==> config.mk <==
export PLATFORM = sky130hd
export DESIGN_NAME = eff_sel_ctrl
export DESIGN_NICKNAME = d
export VERILOG_FILES = /design/src/rtl/eff_sel_ctrl.sv
export SDC_FILE = /design/constraint.sdc
export NUM_CORES = 1
export LEC_CHECK = 0
export CORE_MARGIN = 5
export CORE_UTILIZATION = 45
export DETAILED_ROUTE_END_ITERATION = 10
export PLACE_DENSITY = 0.67
export SYNTH_ARGS = -nofsm -noshare
export SYNTH_HDL_FRONTEND = slang
export SYNTH_SLANG_ARGS = --single-unit
==> constraint.sdc <==
create_clock -name clk -period 5.5 [get_ports clk]
set_input_delay 1.1 -clock clk [delete_from_list [all_inputs] [get_ports clk]]
set_output_delay 1.1 -clock clk [all_outputs]
set_load 0.01 [all_outputs]
==> src/rtl/eff_sel_ctrl.sv <==
// Click-free effect switching: debounce sw_i, fade out, swap sel_o, flush, fade in.
// Latency: data_o/vld_o one cycle after data_i/vld_i; no backpressure, every sample is passed on.
module eff_sel_ctrl #(
   parameter int               SEL_W         = 16,
   parameter int               DATA_W        = 24,
   parameter int               GAIN_W        = 6,
   parameter int               DEB_CYCLES    = 65536,
   parameter int               FLUSH_SAMPLES = 8,
   parameter logic [SEL_W-1:0] RESET_SEL     = '1
) (
   input  logic              clk,
   input  logic              rst,
   input  logic [SEL_W-1:0]  sw_i,
   output logic [SEL_W-1:0]  sel_o,
   input  logic [DATA_W-1:0] data_i,
   input  logic              vld_i,
   output logic [DATA_W-1:0] data_o,
   output logic              vld_o,
   output logic              busy_o
);

   localparam int DEB_W = $clog2(DEB_CYCLES);
   localparam int FL_W  = $clog2(FLUSH_SAMPLES + 1);
   localparam int PW    = DATA_W + GAIN_W + 2;

   localparam logic [DEB_W-1:0]  DEB_MAX = DEB_W'(DEB_CYCLES - 1);
   localparam logic [FL_W-1:0]   FL_LAST = FL_W'(FLUSH_SAMPLES - 1);
   localparam logic [GAIN_W:0]   UNITY   = {1'b1, {GAIN_W{1'b0}}};
   localparam logic [GAIN_W:0]   G_ONE   = (GAIN_W+1)'(1);

   typedef enum logic [1:0] {IDLE, FADE_OUT, SWAP, FADE_IN} state_t;

   logic [SEL_W-1:0]  sw_m, sw_s, cand, pend;
   logic [DEB_W-1:0]  deb_cnt;
   logic              chg;

   state_t            state, state_nx;
   logic [GAIN_W:0]   gain, gain_nx;
   logic [FL_W-1:0]   flush_cnt, flush_nx, flush_base;
   logic              swap_ld, ld_nx;
   logic signed [PW-1:0] prod;

   // Debounce: a value must sit unchanged on sw_s for DEB_CYCLES before it is accepted.
   assign chg = (sw_s == cand) && (deb_cnt == DEB_MAX) && (cand != pend);

   always_ff @(posedge clk) begin
      if (rst) begin
         sw_m    <= RESET_SEL;
         sw_s    <= RESET_SEL;
         cand    <= RESET_SEL;
         pend    <= RESET_SEL;
         deb_cnt <= '0;
      end else begin
         sw_m <= sw_i;
         sw_s <= sw_m;
         if (sw_s != cand) begin
            cand    <= sw_s;
            deb_cnt <= '0;
         end else if (deb_cnt != DEB_MAX) begin
            deb_cnt <= deb_cnt + DEB_W'(1);
         end
         if (chg) pend <= cand;
      end
   end

   // swap_ld delays the sel_o load by one clock so it always sees the updated pend.
   assign flush_base = swap_ld ? '0 : flush_cnt;

   always_comb begin
      state_nx = state;
      gain_nx  = gain;
      flush_nx = flush_cnt;
      ld_nx    = 1'b0;
      case (state)
         IDLE: begin
            gain_nx = UNITY;
            if (chg) state_nx = FADE_OUT;
         end
         FADE_OUT: begin
            if (gain == '0) begin
               state_nx = SWAP;
               ld_nx    = 1'b1;
               flush_nx = '0;
            end else if (vld_i) begin
               gain_nx = gain - G_ONE;
               if (gain == G_ONE) begin
                  state_nx = SWAP;
                  ld_nx    = 1'b1;
                  flush_nx = '0;
               end
            end
         end
         SWAP: begin
            gain_nx  = '0;
            flush_nx = flush_base;
            if (chg) begin
               ld_nx    = 1'b1;
               flush_nx = '0;
            end else if (vld_i) begin
               if (flush_base == FL_LAST) state_nx = FADE_IN;
               else                       flush_nx = flush_base + FL_W'(1);
            end
         end
         FADE_IN: begin
            if (vld_i) begin
               gain_nx = gain + G_ONE;
               if (gain + G_ONE == UNITY) state_nx = IDLE;
            end
            if (chg) state_nx = FADE_OUT;
         end
         default: state_nx = IDLE;
      endcase
   end

   assign prod   = $signed(data_i) * $signed({1'b0, gain});
   assign busy_o = (state != IDLE);

   always_ff @(posedge clk) begin
      if (rst) begin
         state     <= IDLE;
         gain      <= UNITY;
         flush_cnt <= '0;
         swap_ld   <= 1'b0;
         sel_o     <= RESET_SEL;
         data_o    <= '0;
         vld_o     <= 1'b0;
      end else begin
         state     <= state_nx;
         gain      <= gain_nx;
         flush_cnt <= flush_nx;
         swap_ld   <= ld_nx;
         if (swap_ld) sel_o <= pend;
         vld_o <= vld_i;
         if (vld_i) begin
            if (state == SWAP) data_o <= '0;
            else               data_o <= DATA_W'(prod >>> GAIN_W);
         end
      end
   end

endmodule

==> flow_metrics.py <==
metrics = {
    "finish": {
        "antenna_cells": 0,
        "n_fill_cell": 2238,
        "syn2layout_area_growth_pct": 23.0,
        "fin_nets": 1554,
        "drive_gt1_frac": 0.166,
        "multiInputGateArea_um2": 7630,
        "fin_cells": 1659,
        "regArea_um2": 2710,
        "final_util": 0.557,
    },
    "detailed_routing": {
        "drc": 0,
        "vias_per_cell": 4.91,
        "drt_first_pass_iters": 4,
        "drtAntennaViolNets": 0,
        "drt_wl_total_um": 23600,
        "vias": 8146,
        "wl_per_cell_um": 14.2,
        "dr.first_iter.drc_count": 461,
    },
    "placement": {
        "dp_hpwl_um": 17900,
        "portBuffers": 84,
        "gp_congestion": 0.837,
        "place_ws_ps": -722,
        "placedCellCount": 1628,
    },
    "timing": {
        "finalCritPeriodShare": 0.973,
        "period_needed_ps": 5350,
        "max_slew_margin": 0.234,
        "finalMaxSlewViolations": 0,
        "finalWorstSetupSlack_ps": 150,
        "fin_skew_ps": 7.18,
        "fin_tns_setup_ps": 0,
        "tightest_slew_ps": 1150,
        "setup_violations": 0,
        "max_freq_mhz": 187,
        "hold_violations": 0,
    },
    "worst_setup_path": {
        "cp-start-kind": "primary input",
        "r2r_cells": 18,
        "r2r_slack_ps": 250,
        "reg2reg_from": "gain[4]$_SDFFE_PP0P_",
        "critPathKind": "primary input to flip-flop",
        "crit_arrival_ps": 5640,
        "required_ps": 5800,
        "cp-end-kind": "flip-flop",
        "worstReg2RegEnd": "data_o[22]$_SDFFE_PP0P_",
        "crit_fanout": 5,
    },
    "synth": {
        "synth_top_flop_cell": "dfxtp_1",
        "syn_inst": 1184,
        "ys_warn_count": 0,
        "synthTopCellsByCount": "157 x inv_1, 135 x dfxtp_1, 134 x and2_1",
        "synth.top_cell.area_share": 0.248,
        "synth.most_common_cell": "inv_1",
        "synthSimpleGateAreaFrac": 0.219,
        "synth_xor_area_frac": 0.0610,
        "post_synth_mux_area_share": 0.00275,
        "ys_seq_elements": 135,
        "synth-compound-area-share": 0.0987,
        "synth-seq-area-share": 0.248,
        "yosysTopAreaCell": "dfxtp_1",
        "syn-num-nets": 1414,
        "syn_avg_cell_area_um2": 9.22,
        "synth-adder-area-share": 0.297,
        "synth.distinct_cells": 63,
        "ys_top_cells_by_area": "dfxtp_1 25%, fa_1 22%, and2_1 7.7%",
        "netlist_area_um2": 10900,
        "synth-async-reset-ratio": 0,
        "synth_top_family_by_area": "adder cells",
        "synth_edf_count": 0,
    },
    "die": {
        "die_y_um": 166,
        "coreArea_um2": 24100,
        "die-area_um2": 27500,
        "boundaryPins": 85,
        "die_w_um": 166,
        "fp-row-count": 57,
        "start_util": 0.453,
    },
    "clock_network": {
        "clk_pin_slew_ps": 60,
        "holdBufCountCts": 0,
        "clockRootBuffer": "clkbuf_16",
        "numCtsBuffers": 17,
        "clock-sinks": 135,
        "cts_tree": "yes",
        "htreeDepth": 4,
        "clock_path_buffers": 2,
        "clk_latency_ps": 420,
    },
    "hold_path": {
        "hold_class": "flip-flop to flip-flop",
        "whs_path_depth": 1,
        "hold_path.startpoint": "sw_m[9]$_SDFF_PP1_",
        "min_to": "sw_s[9]$_SDFF_PP1_",
    },
    "global_routing": {
        "antenna_found_initial": 0,
        "grt_pass1_vias": 8433,
        "grt_pass1_wl_um": 40600,
        "grt.overflow.total": 0,
        "grt_util_all_layers": 0.177,
        "grt_max_degree": 100,
    },
    "flow_run": {
        "drv_cap": 0,
    },
    "pwr": {
        "max-vdd-ir-drop_uv": 196,
        "leakage_nw": 6.09,
        "finalPower_mw": 2.82,
        "power_density_nw_per_um2": 210,
    },
    "run_status": {
        "outcome": "finished, final reports clean",
    },
}
==> report_power, final <==
group	internal [mW]	switching [mW]
clock	0.578	0.445
sequential	1.02	0.0441
combinational	0.361	0.371
==> critical path, stage by stage <==
cell           delay, ps
dlygate4sd2_1        280
and2_1               190
fa_1                 490
fa_1                 540
fa_1                 550
inv_1                 50
fa_1                 530
inv_1                 40
ha_1                 300
a21o_1               180
a21oi_2              160
nor2b_4              170
o2111ai_2            140
and2_4               190
a41o_1               220
buf_4                140
a2111oi_4            270
o21ai_1               90
==> worst max-delay path by stage <==
stage	start	end	slack, ps
floorplan	data_i[10]	data_o[22]$_SDFFE_PP0P_	20
detailed placement	data_i[12]	data_o[22]$_SDFFE_PP0P_	-720
CTS	data_i[10]	data_o[21]$_SDFFE_PP0P_	3
global route	data_i[18]	data_o[22]$_SDFFE_PP0P_	-30
global placement	data_i[12]	data_o[22]$_SDFFE_PP0P_	-600
finish	data_i[18]	data_o[22]$_SDFFE_PP0P_	150
==> layer usage <==
metal,vias to the layer above,GRT usage,part of all wire
met5,-,0,0
met4,0,0.0459,0.018
met3,28,0.0350,0.037
met2,129,0.298,0.49
met1,3924,0.237,0.46
li1,4065,-,-
==> state kept, by name (all words and copies together), names as in the netlist, 7 cells and up <==
register / cells
pend: 16
deb_cnt: 16
gain: 7
sw_s: 16
sw_m: 16
cand: 16
data_o: 24
sel_o: 16
==> layout make-up <==
class,instances,area share
tap,324,0.0302
timing repair buffer,176,0.117
clock buffer,18,0.0320
clock inverter,12,0.00736
sequential,135,0.201
inverter,157,0.0439
multi-input combinational,837,0.568
==> repair_timing <==
item                                    4_1_cts  5_1_grt
pin swaps                                    14       34
endpoints found under the setup margin        9       15
setup buffers                                 0        1
hold endpoints to repair                      0        0
gates resized for setup                      21       56
==> logic make-up (layout without fill, tap and decap cells) <==
group,Yosys count,after routing
AND/OR/NAND/NOR,423,423
buffers and inverters,212,363
adder cells (fa/ha/maj),187,187
AO/OA/AOI/OAI,148,148
flip-flops,135,135
XOR/XNOR,76,76
multiplexers,3,3
==> stage by stage <==
stage / hold slack, ps / instance area (um2)
after global placement: 392 / 12600
final: 408 / 13400
after global routing: 416 / 13400
after CTS: 407 / 13200
after floorplan: 389 / 10900
after detailed placement: 392 / 12600
==> layout by cell type, fill, tap and decap left out, types with 5 or more instances in the layout <==
cell	n
a211o_1	33
a21o_1	7
a21oi_1	31
a21oi_2	6
a22o_1	12
and2_1	129
and2_4	5
and2b_1	5
and3_1	6
buf_4	87
buf_6	5
clkbuf_16	17
clkdlybuf4s50_1	64
dfxtp_1	133
dlymetal6s2s_1	16
fa_1	116
ha_1	60
ha_4	5
inv_1	157
nand2_1	62
nand3_1	14
nand4_1	13
nor2_1	48
nor2b_1	45
nor3_1	11
nor4_1	10
o21ai_0	14
or2_2	51
xnor2_1	43
xor2_1	33
(Power assumes the default switching activity.)
